### config.mk
export PLATFORM = sky130hd
export DESIGN_NAME = demux_stream_nch
export DESIGN_NICKNAME = d
export VERILOG_FILES = /design/src/rtl/demux_stream_nch.sv
export SDC_FILE = /design/constraint.sdc
export NUM_CORES = 1
export LEC_CHECK = 0
export ABC_AREA = 1
export CORE_MARGIN = 2
export CORE_UTILIZATION = 35
export DETAILED_ROUTE_END_ITERATION = 12
export DONT_BUFFER_PORTS = 1
export GPL_TIMING_DRIVEN = 0
export PLACE_DENSITY = 0.45
export SLEW_MARGIN = 5
export SYNTH_ARGS = -nofsm -noshare
export SYNTH_HDL_FRONTEND = slang
export SYNTH_SLANG_ARGS = --single-unit
### constraint.sdc
create_clock -name clk -period 3.6 [get_ports clk]
set_input_delay 0.72 -clock clk [delete_from_list [all_inputs] [get_ports clk]]
set_output_delay 0.72 -clock clk [all_outputs]
set_load 0.02 [all_outputs]
### src/rtl/demux_stream_nch.sv
// Single-slot stream demultiplexer: one registered payload is routed to one of
// NUM_CH outputs, chosen by in_sel (directed) or by a round-robin pointer.
module demux_stream_nch #(
    parameter int DATA_W = 8,
    parameter int NUM_CH = 4,
    parameter int SEL_W  = $clog2(NUM_CH)
) (
    input  logic              clk,
    input  logic              rst,
    input  logic              mode,
    input  logic [DATA_W-1:0] in_data,
    input  logic [SEL_W-1:0]  in_sel,
    input  logic              in_valid,
    output logic              in_ready,
    output logic [DATA_W-1:0] out_data,
    output logic [NUM_CH-1:0] out_valid,
    input  logic [NUM_CH-1:0] out_ready,
    output logic [SEL_W-1:0]  rr_ptr,
    output logic [15:0]       drop_cnt
);

    typedef enum logic {
        EMPTY = 1'b0,
        FULL  = 1'b1
    } state_t;

    localparam logic [SEL_W-1:0] LAST_CH  = SEL_W'(NUM_CH - 1);
    localparam logic [SEL_W:0]   CH_LIMIT = (SEL_W + 1)'(NUM_CH);

    state_t            state_reg, state_next;
    logic [DATA_W-1:0] data_reg, data_next;
    logic [SEL_W-1:0]  held_ch_reg, held_ch_next;
    logic [SEL_W-1:0]  rr_ptr_reg, rr_ptr_next;
    logic [15:0]       drop_cnt_reg, drop_cnt_next;

    logic [NUM_CH-1:0] ch_hit;
    logic              held_ready;
    logic [SEL_W-1:0]  target;
    logic              target_ok;
    logic              accept;
    logic              in_xfer;
    logic              out_xfer;
    logic              load;
    logic              drop;

    // Decode of the held channel; only its out_ready bit matters.
    generate
        for (genvar gi = 0; gi < NUM_CH; gi++) begin : g_ch
            assign ch_hit[gi] = (held_ch_reg == SEL_W'(gi));
        end
    endgenerate

    assign held_ready = |(ch_hit & out_ready);
    assign target     = mode ? rr_ptr_reg : in_sel;
    assign target_ok  = ({1'b0, target} < CH_LIMIT);
    assign accept     = !rst && ((state_reg == EMPTY) || held_ready);
    assign in_xfer    = in_valid && accept;
    assign out_xfer   = (state_reg == FULL) && held_ready;
    assign load       = in_xfer && target_ok;
    assign drop       = in_xfer && !target_ok;

    always_ff @(posedge clk) begin
        if (rst) begin
            state_reg    <= EMPTY;
            data_reg     <= '0;
            held_ch_reg  <= '0;
            rr_ptr_reg   <= '0;
            drop_cnt_reg <= '0;
        end else begin
            state_reg    <= state_next;
            data_reg     <= data_next;
            held_ch_reg  <= held_ch_next;
            rr_ptr_reg   <= rr_ptr_next;
            drop_cnt_reg <= drop_cnt_next;
        end
    end

    always_comb begin
        state_next    = state_reg;
        data_next     = data_reg;
        held_ch_next  = held_ch_reg;
        rr_ptr_next   = rr_ptr_reg;
        drop_cnt_next = drop_cnt_reg;

        // A load wins over a drain, so back-to-back streaming has no bubble;
        // a discard that coincides with a drain still empties the slot.
        if (load) begin
            state_next   = FULL;
            data_next    = in_data;
            held_ch_next = target;
        end else if (out_xfer) begin
            state_next = EMPTY;
        end

        if (load && mode) begin
            rr_ptr_next = (rr_ptr_reg == LAST_CH) ? '0 : rr_ptr_reg + SEL_W'(1);
        end

        if (drop && (drop_cnt_reg != 16'hFFFF)) begin
            drop_cnt_next = drop_cnt_reg + 16'd1;
        end
    end

    always_comb begin
        out_valid = '0;
        if (state_reg == FULL) begin
            out_valid = ch_hit;
        end
        in_ready = accept;
        out_data = data_reg;
        rr_ptr   = rr_ptr_reg;
        drop_cnt = drop_cnt_reg;
    end

endmodule

==> summary.txt, run 1 <==
Setup path
  • Startpoint Class: flip-flop
  • Cell repeated most along the worst path: nor2_2
  • R2R Setup Slk: 2.23 ns
  • Slowest stage delay, CP: 0.37 ns
  • Critical Path End Type: output pin
  • CP cell instances: inv_2 > nand2_2 > nor2_2 > nor2_2 > a21oi_1 > buf_4
  • Critical Path Fanout Max: 10
  • Worst EP required: 2.88 ns
  • Crit path DAT: 1.36 ns
  • Setup CP Type: flip-flop to output pin
  • Slowest cell on the critical path: dfxtp_1

Pwr
  • P_leak: 0.453 nW
  • Switching share of total power: 32.0%
  • Combinational share of power: 20.0%
  • Sw Pwr: 0.105 mW
  • Final Power: 0.327 mW
  • Reg power frac: 52.4%
  • Pint: 0.222 mW
  • VDD IR max: 0.197 mV
  • Clk pwr share: 27.6%
  • Power Density: 380 mW/mm^2

Global route
  • Gr ovfl total: 0
  • Gr usage total: 12.6%
  • Initial antenna violation count: 0
  • Largest net degree at the start of global routing: 11
  • Vias in the first global route: 508
  • First-pass GRT wire length: 2320 um

STA
  • Fin Setup TNS: 0 ns
  • Relative slew slack: 57.6%
  • Worst-Margin Slew: 0.632 ns
  • Minimum clock period: 2.08 ns
  • RSZ-0062 raised after global routing: no
  • Max Fclk: 0.480 GHz
  • Setup violations, final: 0
  • Final worst slack: 1.52 ns
  • Fin crit share: 57.9%
  • Pins over their slew limit: 0
  • Final Hold Fails: 0
  • Worst Skew: 0.00596 ns

Finish
  • Layout area overhead: 15.6%
  • Diodes inserted: 0
  • Most common cell after layout, fill and taps aside: nand3_1
  • Register area: 260 sq um
  • Most frequent cells in the layout: nand3_1 (21), buf_4 (17), nand2_1 (16), conb_1 (16), dfxtp_1 (13)
  • Multi-input logic area: 363 sq um
  • Post-layout util: 43.4%
  • Max FFs per register: 8
  • Post-route cell area: 861 sq um
  • Number of fill cells in the layout: 205
  • Share of cells above drive strength 1: 26.7%
  • Final #Nets: 140

Floorplan
  • Standard-cell rows: 16
  • DIE AREA: 0.00251 sq mm
  • Core area: 0.00198 sq mm
  • Initial core utilization: 37.6%
  • Height of the die: 50.1 um
  • Ports: 49
  • Die Width: 50.1 um

Routing
  • Final ANT Viol Nets: 0
  • Drt first pass iters: 4
  • Initial DRC count: 9
  • Detailed-route wire length per cell: 10.3 um
  • Via/cell ratio: 4.21
  • Post-Route WL: 1520 um
  • Vias: 619
  • DRC Markers: 0

Place
  • Dpl hpwl: 1170 um
  • PortBufs: 0
  • Gpl congestion: 0.700
  • Dpl ws: 1.55 ns
  • Placed cell area: 835 sq um

Synth
  • Post-Syn Area: 744 sq um
  • Netlist cell types: 20
  • Avg Cell Area, Syn: 7.37 sq um
  • Post-Syn Instances: 101
  • Ys Warns: 0
  • Yosys reg bits: 13
  • Sequential share of the synthesized area: 35.0%

Clock tree
  • Post-CTS Setup Bufs: 0
  • Htree depth: 1
  • Hold_buf cts: 0
  • CTS tree: done
  • CTS Root Cell: clkbuf_4
  • Clock sink count: 13
  • Worst-path clk slew: 0.08 ns
  • Clk Latency, worst-skew pair: 0.27 ns
  • PostCTS Resize Cnt: 0
  • CTS Buf Count: 3
  • Clk buf depth: 2

Run
  • Max Cap Violations: 0

Hold path
  • Min-Delay Path Class: input port to flip-flop

Outcome
  • Status: complete, no violations
-- metal layers --
layer  vias to the layer above  GRT usage (%)  wire length [um]
met2                        32           18.4               699
met1                       254           14.7               615
met3                         0           7.27               203
li1                        333              -                 -
met4                         0           5.56                 0
met5                         -              0                 0
-- power by group through the flow --
stage	combinational (mW)	clock, mW	sequential [mW]
after floorplan	0.0593	0	0.172
after global placement	0.0646	0	0.175
after detailed placement	0.0654	0	0.175
after CTS	0.0653	0.0948	0.172
after global routing	0.0726	0.103	0.173
final	0.0652	0.0903	0.171
-- final timing paths --
check,from,end,depth (start not counted)
min reg2reg,held_ch_reg[1],held_ch_reg[1],2
max reg2reg,held_ch_reg[1],held_ch_reg[0],8
max,held_ch_reg[1],in_ready,6
min,rst,held_ch_reg[0],1
-- cells in the mapped netlist --
cell type / n / share of area (%)
dfxtp_1: 13 / 35
a21oi_1: 3 / 2.0
buf_4: 17 / 17
nand3_1: 21 / 14
nor2_1: 6 / 3.0
nand2_2: 2 / 1.7
inv_1: 6 / 3.0
nor2_2: 2 / 1.7
ha_1: 1 / 1.7
buf_6: 1 / 1.5
nand2_1: 16 / 8.1
nor3_1: 3 / 2.0
conb_1: 1 / 0.50
mux2_2: 2 / 3.0
a21oi_2: 1 / 1.2
inv_2: 2 / 1.0
buf_2: 1 / 0.67
nand4_1: 1 / 0.84
nand3_2: 1 / 1.3
clkbuf_1: 1 / 0.50
-- stage by stage --
step / cells / hold WS, ns
finish: 147 / 0.499
global route: 147 / 0.478
CTS: 147 / 0.490
detailed placement: 143 / 0.525
global placement: 143 / 0.513
floorplan: 116 / 0.488
-- critical path: cells and delay by family, from the launching register on --
kind,cells,cell delay (ns)
DFF,1,0.37
and+or+nand+nor,3,0.21
buffers and inverters,2,0.34
AOI/OAI and AO/OA,1,0.18
-- area by class of cell --
type / count / share of cell area (%)
multi-input combinational: 75 / 42.2
inverter: 8 / 3.49
sequential: 13 / 30.2
buffer: 20 / 17.2
clock buffer: 4 / 3.05
tap: 27 / 3.92
-- cell families after synthesis --
kind of cell | after synthesis | synth area share, %
muxes | 2 | 3.02
adders and majority gates | 1 | 1.68
and+or+nand+nor | 52 | 32.8
other | 1 | 0.504
buffers and inverters | 28 | 23.9
AOI/OAI and AO/OA | 4 | 3.19
DFF | 13 | 35.0
Note: power is estimated with default switching activity, not from simulation.
==> run 2, diff against run 1 <==
- ABC_AREA: 1 -> 0
- PLACE_DENSITY: 0.45 -> 0.47
- clock period: 3.6 -> 1.8 ns (I/O delays scaled with it)
==> summary.txt, run 2 <==
Outcome
  • Status: complete, no violations

Floorplan
  • Ports: 49 (unchanged)
  • DIE AREA: 0.00278 sq mm (+10%)
  • Height of the die: 52.7 um (+5.1%)
  • Initial core utilization: 37.1% (-0.42 points)
  • Standard-cell rows: 17 (+1)
  • Die Width: 52.7 um (+5.1%)
  • Core area: 0.00223 sq mm (+13%)

Pwr
  • Switching share of total power: 31.9% (-0.11 points)
  • Combinational share of power: 22.0% (+2.0 points)
  • VDD IR max: 0.334 mV (+69%)
  • Pint: 0.464 mW (+110%)
  • Reg power frac: 50.3% (-2.1 points)
  • Sw Pwr: 0.217 mW (+110%)
  • Power Density: 712 mW/mm^2 (+88%)
  • Clk pwr share: 27.7% (about the same)
  • P_leak: 0.463 nW (+2.3%)

Global route
  • Vias in the first global route: 548 (+7.9%)
  • First-pass GRT wire length: 2420 um (+4.2%)
  • Gr ovfl total: 0 (unchanged)
  • Gr usage total: 12.5% (-0.056 points)
  • Largest net degree at the start of global routing: 11 (unchanged)
  • Initial antenna violation count: 0 (unchanged)

Setup path
  • Startpoint Class: flip-flop
  • Reg2Reg Depth: 4 (-4)
  • Worst EP required: 1.44 ns (-1.44 ns)
  • Slowest cell on the critical path: a221oi_2
  • R2R Setup Slk: 0.24 ns (-1.99 ns)
  • Worst path bufs/invs: 0 (-2)
  • Crit path DAT: 1.35 ns (about the same)
  • CP delay by family, top: compound AO/OA/AOI/OAI gates
  • Critical Path End Type: output pin
  • Critical Path Sink: in_ready
  • Worst r2r dst: held_ch_reg[0]
  • CP cell instances: mux2i_1 > a221oi_2
  • Critical R2R Launch: held_ch_reg[0]
  • Critical Path Fanout Max: 7 (-3)
  • Setup CP Type: flip-flop to output pin
  • CP Depth: 2 (-4)
  • Critical path origin: held_ch_reg[0]
  • Slowest stage delay, CP: 0.49 ns (+0.12 ns)

Routing
  • Detailed-route wire length per cell: 11.5 um (+11%)
  • Via/cell ratio: 4.25 (+1.0%)
  • DRC Markers: 0 (unchanged)
  • Drt first pass iters: 2 (-2)
  • Final ANT Viol Nets: 0 (unchanged)
  • Post-Route WL: 1540 um (+1.1%)
  • Vias: 570 (-7.9%)
  • Initial DRC count: 1 (-8)

STA
  • Max Fclk: 0.585 GHz
  • Fin crit share: 95.0%
  • Minimum clock period: 1.71 ns
  • Fin Setup TNS: 0 ns (unchanged)
  • Final Hold Fails: 0 (unchanged)
  • Worst Skew: 0.00402 ns (-0.00194 ns)
  • Pins over their slew limit: 0 (unchanged)
  • Setup violations, final: 0 (unchanged)
  • RSZ-0062 raised after global routing: no

Finish
  • Final #Nets: 126 (-10%)
  • Post-route cell area: 957 sq um (+11%)
  • Most common cell after layout, fill and taps aside: nand2b_1
  • Layout area overhead: 15.4%
  • Diodes inserted: 0 (unchanged)
  • Max FFs per register: 8 (unchanged)
  • Share of cells above drive strength 1: 26.4% (-0.25 points)
  • Most frequent cells in the layout: nand2b_1 (18), buf_4 (16), conb_1 (16)

Synth
  • Commonest cells in the netlist: nand2b_1 (18), buf_4 (16), dfxtp_1 (13), mux2i_1 (13), nor2b_1 (4)
  • Synth top area share: 31.4% (-3.6 points)
  • Post-Syn Instances: 87 (-14%)
  • Avg Cell Area, Syn: 9.54 sq um (+29%)
  • Post-synth EDFFs: 0 (unchanged)
  • Yosys reg bits: 13 (unchanged)
  • Sequential share of the synthesized area: 31.4% (-3.6 points)
  • Ys Warns: 0 (unchanged)
  • Post-Syn Area: 830 sq um (+11%)
  • Netlist cell types: 20 (unchanged)
  • Cell taking the most area after synthesis: dfxtp_1
  • Synth top area cells: dfxtp_1 (31%), mux2i_1 (16%), buf_4 (14%)
  • Most common cell in the netlist: nand2b_1
  • Post-synth top flop: dfxtp_1
  • Async set or reset register ratio after synthesis: 0% (unchanged)

Place
  • Dpl hpwl: 1180 um (+1.2%)
  • Gpl congestion: 0.722 (+3.2%)
  • Placed cell area: 921 sq um (+10%)
  • PortBufs: 0 (unchanged)

Clock tree
  • Worst-path clk slew: 0.09 ns (about the same)
  • CTS tree: done
  • Htree depth: 1 (unchanged)
  • CTS Buf Count: 3 (unchanged)
  • Hold_buf cts: 0 (unchanged)
  • CTS Root Cell: clkbuf_4
  • Clk buf depth: 2 (unchanged)
  • Clock sink count: 13 (unchanged)
  • Clk Latency, worst-skew pair: 0.28 ns (about the same)
  • Post-CTS Setup Bufs: 0 (unchanged)

Run
  • Max Cap Violations: 0 (unchanged)

Hold path
  • Min-delay src: in_valid
  • Min-Delay Path Class: input port to flip-flop
[run 2: cell types whose count changed in the layout (fill, tap and decap cells not counted), sizes merged, moves of 4 or more]
cell,delta
nand3,-22
mux2i,+13
nand2,-17
a221oi,+4
nor2b,+4
nor2,-5
a21oi,-4
nand2b,+18
inv,-7
[run 2: power by group through the flow]
stage / Clock [mW] / Sequential [mW] / Combinational, mW
after floorplan: 0 / 0.345 / 0.137
after global placement: 0 / 0.350 / 0.147
after detailed placement: 0 / 0.350 / 0.148
after CTS: 0.203 / 0.343 / 0.151
after global routing: 0.212 / 0.346 / 0.165
final: 0.189 / 0.342 / 0.150
[run 2: how the worst min path moves through the flow]
stage / slack, ns / cells after the start / end
floorplan: 0.49 / 2 / state_reg
global placement: 0.51 / 2 / state_reg
detailed placement: 0.50 / 2 / state_reg
CTS: 0.19 / 2 / state_reg
global route: 0.21 / 2 / out_data[4]
finish: 0.20 / 2 / state_reg
[run 2: cell type report]
cell class,instances,area (sq um)
Buffer,19,139
Clock buffer,4,26.3
Fill cell,243,1280
Inverter,1,3.75
Multi-Input combinational cell,69,492
Sequential cell,13,262
Tap cell,28,35.0
[run 2: what timing repair did]
item	in CTS	in global routing
endpoints found under the setup margin	1	2
resized for setup	2	1
pin swaps	1	0
[run 2: routing by layer]
layer,global-route usage [%],vias up,routed length (um)
met5,0,-,0
met4,9.40,0,31
met3,4.00,4,121
met2,21.5,24,797
met1,12.4,245,584
li1,-,297,-
[run 2: cell families after synthesis]
kind of cell	count (synthesis)	synth area share, %
multiplexers	16	20.7
AO/OA/AOI/OAI	4	5.73
AND/OR/NAND/NOR	32	23.1
adder cells (fa/ha/maj)	1	1.51
other	1	0.452
flip-flops	13	31.4
buffers and inverters	20	17.2
[run 2: per-stage QoR]
| stage | instances | utilization (%) | total power [mW] | setup WS [ns] | hold WS, ns |
|---|---|---|---|---|---|
| after floorplan | 102 | - | 0.481 | 0.220 | 0.486 |
| after global placement | 130 | 41.2 | 0.496 | 0.0954 | 0.509 |
| after detailed placement | 130 | 41.2 | 0.498 | 0.102 | 0.495 |
| after CTS | 134 | 42.7 | 0.697 | 0.00834 | 0.190 |
| after global routing | 134 | 42.9 | 0.722 | 0.00670 | 0.215 |
| final | 134 | 42.9 | 0.681 | 0.0904 | 0.203 |
==> run 3, diff against run 2 <==
- PLACE_DENSITY: 0.47 -> 0.45
- REMOVE_ABC_BUFFERS: not set -> 1
- clock period: 1.8 -> 1.97 ns (I/O delays scaled with it)
==> summary.txt, run 3 (synthesis gave the netlist of run 2 again) <==
Outcome
  • Status: complete, no violations

Hold path
  • Min-Delay Endpoint: state_reg
  • Min-Delay Path Class: input port to flip-flop
  • Hold Path Depth: 1 (-1)
  • Min-delay src: rst

Finish
  • Register area: 260 sq um (-0.48%)
  • Layout area overhead: 2.87%
  • Most frequent cells in the layout: nand2b_1 (18), conb_1 (16), mux2i_1 (13), dfxtp_1 (13), nor2b_1 (4)
  • Diodes inserted: 0 (unchanged)
  • Number of fill cells in the layout: 243 (unchanged)
  • Max FFs per register: 8 (unchanged)
  • Share of cells above drive strength 1: 12.4% (-14 points)
  • Most common cell after layout, fill and taps aside: nand2b_1
  • Multi-input logic area: 500 sq um (+1.8%)
  • Post-layout util: 38.2% (-4.6 points)
  • Final #Nets: 109 (-13%)

Floorplan
  • Die Width: 52.7 um (unchanged)
  • Ports: 49 (unchanged)
  • Core area: 0.00223 sq mm (unchanged)
  • DIE AREA: 0.00278 sq mm (unchanged)
  • Initial core utilization: 37.1% (unchanged)
  • Height of the die: 52.7 um (unchanged)
  • Standard-cell rows: 17 (unchanged)

Setup path
  • Critical R2R Launch: held_ch_reg[0]
  • Worst r2r dst: held_ch_reg[0]
  • Critical Path End Type: output pin
  • R2R Setup Slk: 0.23 ns (about the same)
  • Critical Path Fanout Max: 7 (unchanged)
  • Reg2Reg Depth: 4 (unchanged)
  • Crit path DAT: 1.51 ns (+0.16 ns)
  • Worst EP required: 1.58 ns (+0.14 ns)
  • Setup CP Type: flip-flop to output pin
  • Startpoint Class: flip-flop

STA
  • Setup violations, final: 0 (unchanged)
  • Minimum clock period: 1.91 ns
  • Relative slew slack: 60.1%
  • Worst Skew: 0.00147 ns (-0.00255 ns)
  • Worst-Margin Slew: 0.581 ns
  • WHS: 0.182 ns (-0.0207 ns)
  • Final Hold Fails: 0 (unchanged)
  • Fin crit share: 96.7%
  • Max Fclk: 0.525 GHz
  • Pins over their slew limit: 0 (unchanged)
  • RSZ-0062 raised after global routing: yes

Pwr
  • P_leak: 0.381 nW (-18%)
  • VDD IR max: 0.321 mV (-4.0%)
  • Power Density: 699 mW/mm^2 (-1.7%)
  • Final Power: 0.597 mW (-12%)

Routing
  • Vias: 524 (-8.1%)
  • Post-Route WL: 1420 um (-7.4%)
  • Detailed-route wire length per cell: 12.1 um (+6.0%)
  • Drt first pass iters: 1 (-1)
  • DRC Markers: 0 (unchanged)
  • Final ANT Viol Nets: 0 (unchanged)
  • Initial DRC count: 0 (-1)
  • Via/cell ratio: 4.48 (+5.3%)

Place
  • Dpl hpwl: 968 um (-18%)
  • PortBufs: 0 (unchanged)
  • Gpl congestion: 0.566 (-22%)

Global route
  • Gr usage total: 10.5% (-2.0 points)
  • First-pass GRT wire length: 2060 um (-15%)
  • Initial antenna violation count: 0 (unchanged)
  • Largest net degree at the start of global routing: 27 (+16)
  • Gr ovfl total: 0 (unchanged)
  • Vias in the first global route: 464 (-15%)

Clock tree
  • Clk Latency, worst-skew pair: 0.27 ns (about the same)
  • CTS Buf Count: 3 (unchanged)
  • Clk buf depth: 2 (unchanged)
  • CTS Root Cell: clkbuf_4
  • Worst-path clk slew: 0.08 ns (about the same)
  • Htree depth: 1 (unchanged)
  • Clock sink count: 13 (unchanged)
  • CTS tree: done

Run
  • Max Cap Violations: 0 (unchanged)
==> run 3: cell count changes in the layout (fill, tap and decap cells not counted), sizes merged <==
cell	change
clkbuf	-2
buf	-15
==> run 3: how the worst max path moves through the flow <==
stage	startpoint	to	slack (ns)	cells past startpoint
floorplan	held_ch_reg[0]	held_ch_reg[0]	0.14	3
global placement	held_ch_reg[0]	held_ch_reg[1]	-0.19	3
detailed placement	held_ch_reg[0]	held_ch_reg[1]	-0.20	3
CTS	held_ch_reg[0]	held_ch_reg[1]	0.05	3
global route	held_ch_reg[0]	in_ready	-0.03	2
finish	held_ch_reg[0]	in_ready	0.06	2
==> run 3: final cells by class <==
cell class | instances | share of cell area, %
multi-input combinational | 69 | 58.7
sequential | 13 | 30.5
tap | 28 | 4.11
timing repair buffer | 2 | 3.23
clock buffer | 4 | 3.08
inverter | 1 | 0.440
==> run 3: timing repair <==
item / CTS / global route
setup buffers: 0 / 2
pin swaps: 0 / 0
setup endpoints to repair: 11 / 3
hold buffers: 0 / 0
gates resized for setup: 2 / 0
==> run 3: report_power, final <==
group,switching [mW],leakage [nW],internal [mW]
Clock,0.0889,0.0150,0.0784
Sequential,0.0315,0.107,0.281
Combinational,0.0690,0.259,0.0481
Total,0.189,0.381,0.407
==> run 3: routing by layer <==
| layer | vias up | global-route usage [%] | routed length (um) |
|---|---|---|---|
| li1 | 259 | - | - |
| met4 | 0 | 6.41 | 0 |
| met5 | - | 0 | 0 |
| met3 | 0 | 2.57 | 126 |
| met1 | 232 | 12.9 | 632 |
| met2 | 33 | 16.3 | 662 |
==> run 3: critical path, stage by stage (launching register included) <==
cell and delay, ns:
dfxtp_1 0.46, mux2i_1 0.55, a221oi_2 0.23
==> run 3: per-stage QoR <==
step	setup WS (ns)	instances	setup TNS, ns	instance area [sq um]
3_3_place_gp	-0.193	111	-0.866	782
5_1_grt	-0.0261	117	-0.0261	853
6_report	0.0645	117	0	853
2_1_floorplan	0.139	83	0	747
4_1_cts	0.0535	115	0	826
3_5_place_dp	-0.196	111	-0.963	782
